<file path="config.mk">
export PLATFORM = sky130hd
export DESIGN_NAME = frame_buf_index_ctrl_flat
export DESIGN_NICKNAME = d
export VERILOG_FILES = /design/src/rtl/frame_buf_index_ctrl_if.sv /design/src/rtl/frame_buf_index_ctrl.sv /design/src/flat_wrapper.sv
export SDC_FILE = /design/constraint.sdc
export NUM_CORES = 1
export LEC_CHECK = 0
export BUFFER_PORTS_ARGS = -buffer_cell sky130_fd_sc_hd__buf_2
export CAP_MARGIN = 20
export CORE_ASPECT_RATIO = 1.4
export CORE_MARGIN = 5
export CORE_UTILIZATION = 27
export DETAILED_ROUTE_END_ITERATION = 6
export HOLD_SLACK_MARGIN = 0.05
export PLACE_DENSITY = 0.5
export SLEW_MARGIN = 20
export SYNTH_ARGS = -nofsm -noshare
export SYNTH_HDL_FRONTEND = slang
export SYNTH_SLANG_ARGS = --single-unit
</file>
<file path="constraint.sdc">
create_clock -name clk -period 7.3 [get_ports clk]
set_input_delay 1.46 -clock clk [delete_from_list [all_inputs] [get_ports clk]]
set_output_delay 1.46 -clock clk [all_outputs]
set_load 0.005 [all_outputs]
</file>
<file path="src/rtl/frame_buf_index_ctrl_if.sv">
`default_nettype none
// ============================================================================
// Module   : frame_buf_index_ctrl_if
// Purpose  : Event, handshake and index/address bundle of the frame buffer
//            index manager.
// Revision : 1.0 - initial release
// ============================================================================
interface frame_buf_index_ctrl_if #(
  parameter int IDX_BITS  = 3,
  parameter int ADDR_BITS = 24
);
  logic                 wr_frame_start;
  logic                 wr_frame_done;
  logic                 rd_frame_start;
  logic                 write_req;
  logic                 write_req_ack;
  logic [IDX_BITS-1:0]  write_addr_index;
  logic [ADDR_BITS-1:0] write_addr;
  logic [IDX_BITS-1:0]  read_addr_index;
  logic [ADDR_BITS-1:0] read_addr;
  logic                 rd_new;
  logic [15:0]          drop_cnt;
  logic [15:0]          repeat_cnt;

  modport master (
    output wr_frame_start, wr_frame_done, rd_frame_start, write_req_ack,
    input  write_req, write_addr_index, write_addr, read_addr_index,
           read_addr, rd_new, drop_cnt, repeat_cnt
  );

  modport slave (
    input  wr_frame_start, wr_frame_done, rd_frame_start, write_req_ack,
    output write_req, write_addr_index, write_addr, read_addr_index,
           read_addr, rd_new, drop_cnt, repeat_cnt
  );
endinterface
`default_nettype wire

</file>
<file path="src/rtl/frame_buf_index_ctrl.sv">
`default_nettype none
// ============================================================================
// Module   : frame_buf_index_ctrl
// Purpose  : N-buffer frame ownership manager; writer never shares the
//            displayed buffer, reader always takes the newest completed frame.
// Options  : FRAME_BUF_STATS_EN builds the drop/repeat statistics counters.
// Revision : 1.0 - initial release
// ============================================================================
module frame_buf_index_ctrl #(
  parameter int NUM_BUFS     = 4,
  parameter int IDX_BITS     = 3,
  parameter int ADDR_BITS    = 24,
  parameter int BASE_ADDR    = 0,
  parameter int FRAME_STRIDE = 2073600
) (
  input logic                   clk,
  input logic                   rst,
  frame_buf_index_ctrl_if.slave bus
);

  typedef enum logic [1:0] {
    BUF_FREE    = 2'd0,
    BUF_WRITING = 2'd1,
    BUF_READY   = 2'd2,
    BUF_READING = 2'd3
  } buf_state_e;

  function automatic logic [ADDR_BITS-1:0] addr_of(input int idx);
    logic [63:0] full;
    full = 64'(BASE_ADDR) + 64'(idx) * 64'(FRAME_STRIDE);
    return full[ADDR_BITS-1:0];
  endfunction

  localparam logic [ADDR_BITS-1:0] c_wr_addr_rst = addr_of(1);
  localparam logic [ADDR_BITS-1:0] c_rd_addr_rst = addr_of(0);

  buf_state_e           state_q [NUM_BUFS];
  buf_state_e           state_d [NUM_BUFS];
  logic [IDX_BITS-1:0]  wr_idx_q, wr_idx_d;
  logic [IDX_BITS-1:0]  rd_idx_q, rd_idx_d;
  logic [ADDR_BITS-1:0] wr_addr_q, wr_addr_d;
  logic [ADDR_BITS-1:0] rd_addr_q, rd_addr_d;
  logic                 write_req_q, write_req_d;
  logic                 rd_new_q, rd_new_d;
  logic [1:0]           drop_inc_d;
  logic                 repeat_inc_d;

  // Events are applied in the order done -> display start -> write start,
  // each one rescanning the buffer states left by the previous one.
  always_comb begin
    int wr_buf;
    int lat_buf;
    int pick;
    int cand;
    state_d      = state_q;
    wr_idx_d     = wr_idx_q;
    rd_idx_d     = rd_idx_q;
    write_req_d  = write_req_q;
    rd_new_d     = 1'b0;
    drop_inc_d   = 2'd0;
    repeat_inc_d = 1'b0;
    wr_buf       = -1;
    lat_buf      = -1;
    pick         = -1;
    cand         = 0;

    if (write_req_q && bus.write_req_ack) begin
      write_req_d = 1'b0;
    end

    if (bus.wr_frame_done) begin
      wr_buf  = -1;
      lat_buf = -1;
      for (int i = 0; i < NUM_BUFS; i++) begin
        if (state_d[i] == BUF_WRITING) wr_buf = i;
        if (state_d[i] == BUF_READY)   lat_buf = i;
      end
      if (wr_buf >= 0) begin
        if (lat_buf >= 0) drop_inc_d = drop_inc_d + 2'd1;
        for (int i = 0; i < NUM_BUFS; i++) begin
          if (i == lat_buf) state_d[i] = BUF_FREE;
          if (i == wr_buf)  state_d[i] = BUF_READY;
        end
      end
    end

    if (bus.rd_frame_start) begin
      lat_buf = -1;
      for (int i = 0; i < NUM_BUFS; i++) begin
        if (state_d[i] == BUF_READY) lat_buf = i;
      end
      if (lat_buf >= 0) begin
        for (int i = 0; i < NUM_BUFS; i++) begin
          if (i == int'(rd_idx_q)) state_d[i] = BUF_FREE;
          if (i == lat_buf)        state_d[i] = BUF_READING;
        end
        rd_idx_d = IDX_BITS'(lat_buf);
        rd_new_d = 1'b1;
      end else begin
        repeat_inc_d = 1'b1;
      end
    end

    if (bus.wr_frame_start) begin
      if (write_req_q) begin
        drop_inc_d = drop_inc_d + 2'd1;
      end else begin
        wr_buf  = -1;
        lat_buf = -1;
        for (int i = 0; i < NUM_BUFS; i++) begin
          if (state_d[i] == BUF_WRITING) wr_buf = i;
          if (state_d[i] == BUF_READY)   lat_buf = i;
        end
        if (wr_buf >= 0) begin
          drop_inc_d = drop_inc_d + 2'd1;
          for (int i = 0; i < NUM_BUFS; i++) begin
            if (i == wr_buf) state_d[i] = BUF_FREE;
          end
        end
        // Walk the ring backwards so the last hit is the nearest one upward.
        for (int k = NUM_BUFS; k >= 1; k--) begin
          cand = (int'(wr_idx_q) + k) % NUM_BUFS;
          if (state_d[cand] == BUF_FREE) pick = cand;
        end
        if (pick < 0 && lat_buf >= 0) begin
          pick       = lat_buf;
          drop_inc_d = drop_inc_d + 2'd1;
        end
        if (pick >= 0) begin
          for (int i = 0; i < NUM_BUFS; i++) begin
            if (i == pick) state_d[i] = BUF_WRITING;
          end
          wr_idx_d    = IDX_BITS'(pick);
          write_req_d = 1'b1;
        end
      end
    end

    wr_addr_d = addr_of(int'(wr_idx_d));
    rd_addr_d = addr_of(int'(rd_idx_d));
  end

  always_ff @(posedge clk or posedge rst) begin
    if (rst) begin
      for (int i = 0; i < NUM_BUFS; i++) begin
        state_q[i] <= (i == 0) ? BUF_READING : ((i == 1) ? BUF_WRITING : BUF_FREE);
      end
      wr_idx_q    <= IDX_BITS'(1);
      rd_idx_q    <= '0;
      wr_addr_q   <= c_wr_addr_rst;
      rd_addr_q   <= c_rd_addr_rst;
      write_req_q <= 1'b0;
      rd_new_q    <= 1'b0;
    end else begin
      state_q     <= state_d;
      wr_idx_q    <= wr_idx_d;
      rd_idx_q    <= rd_idx_d;
      wr_addr_q   <= wr_addr_d;
      rd_addr_q   <= rd_addr_d;
      write_req_q <= write_req_d;
      rd_new_q    <= rd_new_d;
    end
  end

  assign bus.write_req        = write_req_q;
  assign bus.write_addr_index = wr_idx_q;
  assign bus.write_addr       = wr_addr_q;
  assign bus.read_addr_index  = rd_idx_q;
  assign bus.read_addr        = rd_addr_q;
  assign bus.rd_new           = rd_new_q;

`ifdef FRAME_BUF_STATS_EN
  logic [15:0] drop_cnt_q, drop_cnt_d;
  logic [15:0] repeat_cnt_q, repeat_cnt_d;
  logic [16:0] drop_sum;

  always_comb begin
    drop_sum     = {1'b0, drop_cnt_q} + 17'(drop_inc_d);
    drop_cnt_d   = drop_sum[16] ? 16'hFFFF : drop_sum[15:0];
    repeat_cnt_d = (repeat_cnt_q == 16'hFFFF) ? repeat_cnt_q
                                              : repeat_cnt_q + 16'(repeat_inc_d);
  end

  always_ff @(posedge clk or posedge rst) begin
    if (rst) begin
      drop_cnt_q   <= 16'd0;
      repeat_cnt_q <= 16'd0;
    end else begin
      drop_cnt_q   <= drop_cnt_d;
      repeat_cnt_q <= repeat_cnt_d;
    end
  end

  assign bus.drop_cnt   = drop_cnt_q;
  assign bus.repeat_cnt = repeat_cnt_q;
`else
  logic unused_stats;
  assign unused_stats   = ^{drop_inc_d, repeat_inc_d};
  assign bus.drop_cnt   = 16'd0;
  assign bus.repeat_cnt = 16'd0;
`endif

endmodule
`default_nettype wire

</file>
<file path="src/flat_wrapper.sv">
// flat-port wrapper written by rule: the top's interface ports become plain ports
module frame_buf_index_ctrl_flat 
#(
  parameter int NUM_BUFS     = 4,
  parameter int IDX_BITS     = 3,
  parameter int ADDR_BITS    = 24,
  parameter int BASE_ADDR    = 0,
  parameter int FRAME_STRIDE = 2073600
)
  (clk, rst, bus_wr_frame_start, bus_wr_frame_done, bus_rd_frame_start, bus_write_req_ack, bus_write_req, bus_write_addr_index, bus_write_addr, bus_read_addr_index, bus_read_addr, bus_rd_new, bus_drop_cnt, bus_repeat_cnt);
  frame_buf_index_ctrl_if #(.IDX_BITS(IDX_BITS), .ADDR_BITS(ADDR_BITS)) bus_i ();
  input logic clk;
  input logic rst;
  input wire logic [$bits(bus_i.wr_frame_start)-1:0] bus_wr_frame_start;
  input wire logic [$bits(bus_i.wr_frame_done)-1:0] bus_wr_frame_done;
  input wire logic [$bits(bus_i.rd_frame_start)-1:0] bus_rd_frame_start;
  input wire logic [$bits(bus_i.write_req_ack)-1:0] bus_write_req_ack;
  output wire logic [$bits(bus_i.write_req)-1:0] bus_write_req;
  output wire logic [$bits(bus_i.write_addr_index)-1:0] bus_write_addr_index;
  output wire logic [$bits(bus_i.write_addr)-1:0] bus_write_addr;
  output wire logic [$bits(bus_i.read_addr_index)-1:0] bus_read_addr_index;
  output wire logic [$bits(bus_i.read_addr)-1:0] bus_read_addr;
  output wire logic [$bits(bus_i.rd_new)-1:0] bus_rd_new;
  output wire logic [$bits(bus_i.drop_cnt)-1:0] bus_drop_cnt;
  output wire logic [$bits(bus_i.repeat_cnt)-1:0] bus_repeat_cnt;
  assign bus_i.wr_frame_start = bus_wr_frame_start;
  assign bus_i.wr_frame_done = bus_wr_frame_done;
  assign bus_i.rd_frame_start = bus_rd_frame_start;
  assign bus_i.write_req_ack = bus_write_req_ack;
  assign bus_write_req = bus_i.write_req;
  assign bus_write_addr_index = bus_i.write_addr_index;
  assign bus_write_addr = bus_i.write_addr;
  assign bus_read_addr_index = bus_i.read_addr_index;
  assign bus_read_addr = bus_i.read_addr;
  assign bus_rd_new = bus_i.rd_new;
  assign bus_drop_cnt = bus_i.drop_cnt;
  assign bus_repeat_cnt = bus_i.repeat_cnt;
  frame_buf_index_ctrl #(.NUM_BUFS(NUM_BUFS), .IDX_BITS(IDX_BITS), .ADDR_BITS(ADDR_BITS), .BASE_ADDR(BASE_ADDR), .FRAME_STRIDE(FRAME_STRIDE)) u_core (.clk(clk), .rst(rst), .bus(bus_i));
endmodule
</file>
Yosys cells after proc, flatten, opt, wreduce, memory -nomap -nowiden:

Cells that the tools add are included.

* word-level logic and storage cells: 181
* output and inout bits: 88
* bits of input ports: 6
* bits in registers: 44

* equal/unequal tests: 38
* bitwise logic cells: 8
* $lt $le $gt $ge: 10
* $mul: 2
* reduce and logical (&&, ||, !) cells: 16
* mux-type cells: 93
* add/sub/neg operators: 4

Operators by type and width (number)
* 2-to-1 mux 32 bit: 36
* equality test 3 x 32 -> 1 bit, first input constant: 10
* equality test 2 x 32 -> 1 bit, first input constant: 5
* >= comparator 32 x 1 -> 1 bit, second input constant: 5
* zero test 32 bit: 5
* >= comparator 32 x 3 -> 1 bit, second input constant: 4
* inverter 32 bit: 4
* 2-to-1 mux 8 bit: 10
* 2-to-1 mux 2 bit: 32
* less-than comparator 32 x 1 -> 1 bit, second input constant: 1
* multiplier 3 x 11 -> 14 bit, second input constant: 2
* equality test 2 bit, second input constant: 12
* binary-select mux 2 bit (select 2 bit): 4
* equality test 2 x 1 -> 1 bit, second input constant: 8
* 2-to-1 mux 3 bit: 5
* zero test 2 bit: 4
* OR reduction 2 bit: 4
* equality test 3 bit, first input constant: 2
* 2-to-1 mux 1 bit: 6
* adder 2 x 1 -> 2 bit, second input constant: 2
* adder 2 bit, second input constant: 2
* AND 1 bit, first input constant: 4
* equality test 2 x 3 -> 1 bit, first input constant: 1
* zero test 3 bit: 1
* logical AND 1 bit: 2

Logic depth before layout (Yosys ltp):

* depth after elaboration: 53
* depth in mapped cells: 20
* mapped depth without buffers: 17

Worst setup path after synthesis:

Ideal clock, no wire load.

* path type: in2reg
* start: in bus_wr_frame_done
* end: reg u_core.wr_addr_q[23] (netlist: u_core.bus.write_addr[23])
* data required time: 7.178 ns
* path buffers: 2
* path slack: 1.741 ns
* stages on the path: 19
* arrival: 5.438 ns
* setup time: 0.122 ns
* path through: buf_2 > buf_2 > inv_2 > nor4_1 > a21oi_1 > a211oi_2 > o2bb2ai_2 > o22ai_2 > or4_4 > and2_1 > a21o_1 > fa_1 > inv_1 > ha_1 > a21o_1 > a21oi_1 > nor2b_1 > o21ai_0 > nand2b_1

* cells in the longest elaborated chain, start to end: 43
* elaborated cells between the ends (all ways): 90
* those cells by class: mul: 1; order compare: 5; eq/ne: 18; mux: 59; reduce/logical: 7

RTL lines
* start: declaration: RTL line flat_wrapper.sv:15 `input wire logic [$bits(bus_i.wr_frame_done)-1:0] bus_wr_frame_done;`
* 2-to-1 mux 8 bit *: RTL line frame_buf_index_ctrl.sv:71 `if (bus.wr_frame_done) begin`
* branches (longest 9 deep; another with >= comparator 32 x 1 -> 1 bit)
* 2-to-1 mux 8 bit *: RTL line frame_buf_index_ctrl.sv:87 `if (bus.rd_frame_start) begin`
* branches (longest 24 deep; another with >= comparator 32 x 1 -> 1 bit)
* 2-to-1 mux 32 bit *: RTL line frame_buf_index_ctrl.sv:125 `if (pick < 0 && lat_buf >= 0) begin`
* 2-to-1 mux 32 bit *: RTL line frame_buf_index_ctrl.sv:105 `if (write_req_q) begin`
* 2-to-1 mux 32 bit *: RTL line frame_buf_index_ctrl.sv:104 `if (bus.wr_frame_start) begin`
* >= comparator 32 x 1 -> 1 bit: RTL line frame_buf_index_ctrl.sv:129 `if (pick >= 0) begin`
* 2-to-1 mux 3 bit *: RTL line frame_buf_index_ctrl.sv:129
* 2-to-1 mux 3 bit *: RTL line frame_buf_index_ctrl.sv:105
* 2-to-1 mux 3 bit *: RTL line frame_buf_index_ctrl.sv:104
* multiplier 3 x 11 -> 14 bit *: RTL line frame_buf_index_ctrl.sv:30 `full = 64'(BASE_ADDR) + 64'(idx) * 64'(FRAME_STRIDE);`
* named net u_core.wr_addr_d[23]: RTL line frame_buf_index_ctrl.sv:41 `logic [ADDR_BITS-1:0] wr_addr_q, wr_addr_d;`
* end signal: assignment: RTL line frame_buf_index_ctrl.sv:150 `wr_addr_q <= c_wr_addr_rst;`
* end signal: assignment: RTL line frame_buf_index_ctrl.sv:158 `wr_addr_q <= wr_addr_d;`
* end: declaration: RTL line frame_buf_index_ctrl.sv:41

Mark *: on every way through the listed nets, which the timed path passes. The select of a mux whose other input is x is not followed.

Final worst setup path:

Same ends and word-level chain as after synthesis.

==> impl_metrics.ini <==
[synthesis]
syn_inst = 360
synth_top_flop_cell = dfrtp_1
seq_area_frac_synth_pct = 26.2
synthArstFlopShare_pct = 100
synth.distinct_cells = 73
yosysTopAreaCell = dfrtp_1
ys_seq_elements = 34
syn_avg_cell_area_sq_um = 9.15
yosys-top-cells-count = buf_4, dfrtp_1, nand2b_1, o21ai_0, ha_1
synth_top_area_share_pct = 18.2
ys.warnings.count = 0
synth_edf_count = 0
synthTopCellsByArea = dfrtp_1, buf_4, dfstp_2, ha_1, fa_1
yosysMostFrequentCell = buf_4
syn_area_sq_um = 3290

[global_route]
grt_pass1_vias = 2680
grtUsageTotal_pct = 11.4
antenna_found_initial = 0
grt_max_degree = 22
grt_first_pass_wirelength_um = 13400
grt.overflow.total = 0

[cts]
cts_tree = done
insertion_delay_ns = 0.28
h-tree-depth = 2
clk_path_buf_depth = 2
cts-root-buf = clkbuf_16
cts_resized = 0
numCtsBuffers = 5
cts_hold_buf = 0
cts_setup_buffers = 0
path_clk_slew_ns = 0.06
cts_sinks = 34

[worst_setup_path]
start_kind = input port
worst_setup_path_end_kind = flip-flop
cp.required_ns = 7.47
worst-endpoint-arrival_ns = 5.93
crit_type = in -> reg
cp_max_fo = 20

[cells_and_area]
final_util_pct = 29.9
fill_cells = 1264
seqCellArea_sq_um = 863
n_antenna_cell = 0
stdcell_count = 538
fin_nets = 422
multiInputGateArea_sq_um = 2030
final_layout_size_suffix_gt1_share_pct = 20.2
syn2layout_area_growth_pct = 7.83

[floorplanning]
io_pins = 94
die_h_um = 141
initial_core_util_pct = 27.7
dieArea_sq_um = 14500
die_w_um = 103
rows = 47
core_sq_um = 11900

[routing]
top_layer = met4
initialDrtViolationCount = 117
wl_met2_um = 4090
wl_per_cell_um = 15.1
drtPass1Iterations = 4
wl_met3_um = 437
antenna_left = 0
vias = 2585
viasPerCell = 4.80
routed_wirelength_um = 8110
drc = 0
wl_met1_um = 3250

[timing]
hold_slack_ns = 0.545
timing.final.hold_violations = 0
min_period_ns = 5.77
rsz0062_at_grt = no
clock.fmax_ghz = 0.173
timing.final.crit_share_pct = 79.0
clock-skew-final_ns = 0.00343
relSlewSlack_pct = 45.2
setup_viol = 0
setup_tns_ns = 0
slew_violations = 0
tightestPinTransition_ns = 0.820

[placed_design]
portBuffers = 41
post-place-cells = 530
place.gp.congestion = 0.848
hpwlAfterDp_um = 6590

[status]
status = completed

[min_path]
hold_class = reg -> reg

[pwr]
p_leak_nw = 1.62
pwr_density_cell_nw_per_um2 = 607
power_mw = 2.16
peakVddDrop_mv = 0.402

[flow_run]
maxCapViolCount = 0
==> registers in the layout, indices dropped and copies added (netlist names) <==
signal                       flops
u_core.bus.rd_new                1
u_core.bus.write_addr           10
u_core.bus.write_req             1
u_core.state_q                   8
u_core.bus.read_addr_index       2
u_core.bus.write_addr_index      2
u_core.bus.read_addr            10
==> kinds of logic (layout without fill, tap and decap cells) <==
group,after synthesis,in the layout,share of synthesized area (%)
simple gates,101,101,17.4
mux,1,1,0.304
other cells,1,52,0.114
fa+ha+maj,26,26,11.7
compound gates,105,105,25.2
buf+inv,88,68,18.0
flops,34,34,26.2
xor+xnor,4,4,1.06
==> worst max-delay path: stages <==
cell and delay (ns):
buf_2 0.20, nand2b_1 0.13, o32ai_1 0.09, a21oi_1 0.49, a31oi_1 0.31, o2bb2ai_2 0.46, a21oi_2 0.10, or4_4 0.58
and2_1 0.20, a21o_1 0.22, fa_1 0.60, inv_1 0.11, ha_1 0.30, a21o_1 0.17, a21oi_1 0.22, nor2b_1 0.07
o21ai_0 0.15, nand2b_1 0.07
==> cells in the final DEF (no fill, tap or decap), drive strengths merged, types with 2 or more instances in the layout <==
cell,instances
a2111oi,3
a211oi,3
a21o,6
a21oi,17
a221oi,3
a31o,2
a31oi,7
a41oi,2
and2,5
and3,2
and4,2
buf,42
bufinv,2
clkbuf,5
conb,52
dfrtp,24
dfstp,10
fa,8
ha,18
inv,18
nand2,17
nand2b,19
nand3,4
nand4,2
nor2,17
nor2b,11
nor3,7
nor3b,2
nor4,6
o211ai,3
o21a,6
o21ai,21
o2bb2ai,4
o31a,3
o31ai,9
or4,2
xnor2,3
==> area by class of cell <==
type / count / area share (%)
Tap cell: 147 / 5.18
Sequential cell: 34 / 24.3
Clock buffer: 5 / 3.52
Clock inverter: 3 / 1.94
Multi-Input combinational cell: 289 / 57.2
Inverter: 18 / 1.90
Timing Repair Buffer: 42 / 5.99
==> metrics by stage <==
stage               setup WS, ns  area [sq um]
finish                      1.53          3550
global route                1.10          3550
CTS                         1.55          3550
detailed placement          1.26          3360
global placement            1.26          3360
floorplan                   1.74          3480
==> worst paths after layout <==
path | startpoint | end | slack [ns] | depth (start not counted)
hold reg to reg | u_core.bus.write_req | u_core.bus.write_req | 0.54 | 1
min in group asynchronous | rst | u_core.bus.read_addr[16] | 1.22 | 2
setup / recovery | bus_wr_frame_done | u_core.bus.write_addr[23] | 1.53 | 18
hold / removal | u_core.bus.write_req | u_core.bus.write_req | 0.54 | 1
setup reg to reg | u_core.state_q[4] | u_core.bus.write_addr[23] | 1.66 | 17
max in group asynchronous | rst | u_core.bus.write_addr_index[0] | 5.34 | 3
==> where the power goes <==
part | total (mW) | internal [mW] | switching, mW | leakage (nW)
registers | 0.381 | 0.311 | 0.0697 | 0.391
logic | 1.50 | 0.588 | 0.910 | 1.13
clock network | 0.277 | 0.196 | 0.0808 | 0.0940
total | 2.16 | 1.10 | 1.06 | 1.62
==> per-layer routing <==
metal | global-route usage [%] | vias up
li1 | - | 1239
met1 | 13.6 | 1210
met2 | 18.8 | 111
met3 | 1.58 | 25
met4 | 7.03 | 0
met5 | 0 | -
(Power assumes the default switching activity.)
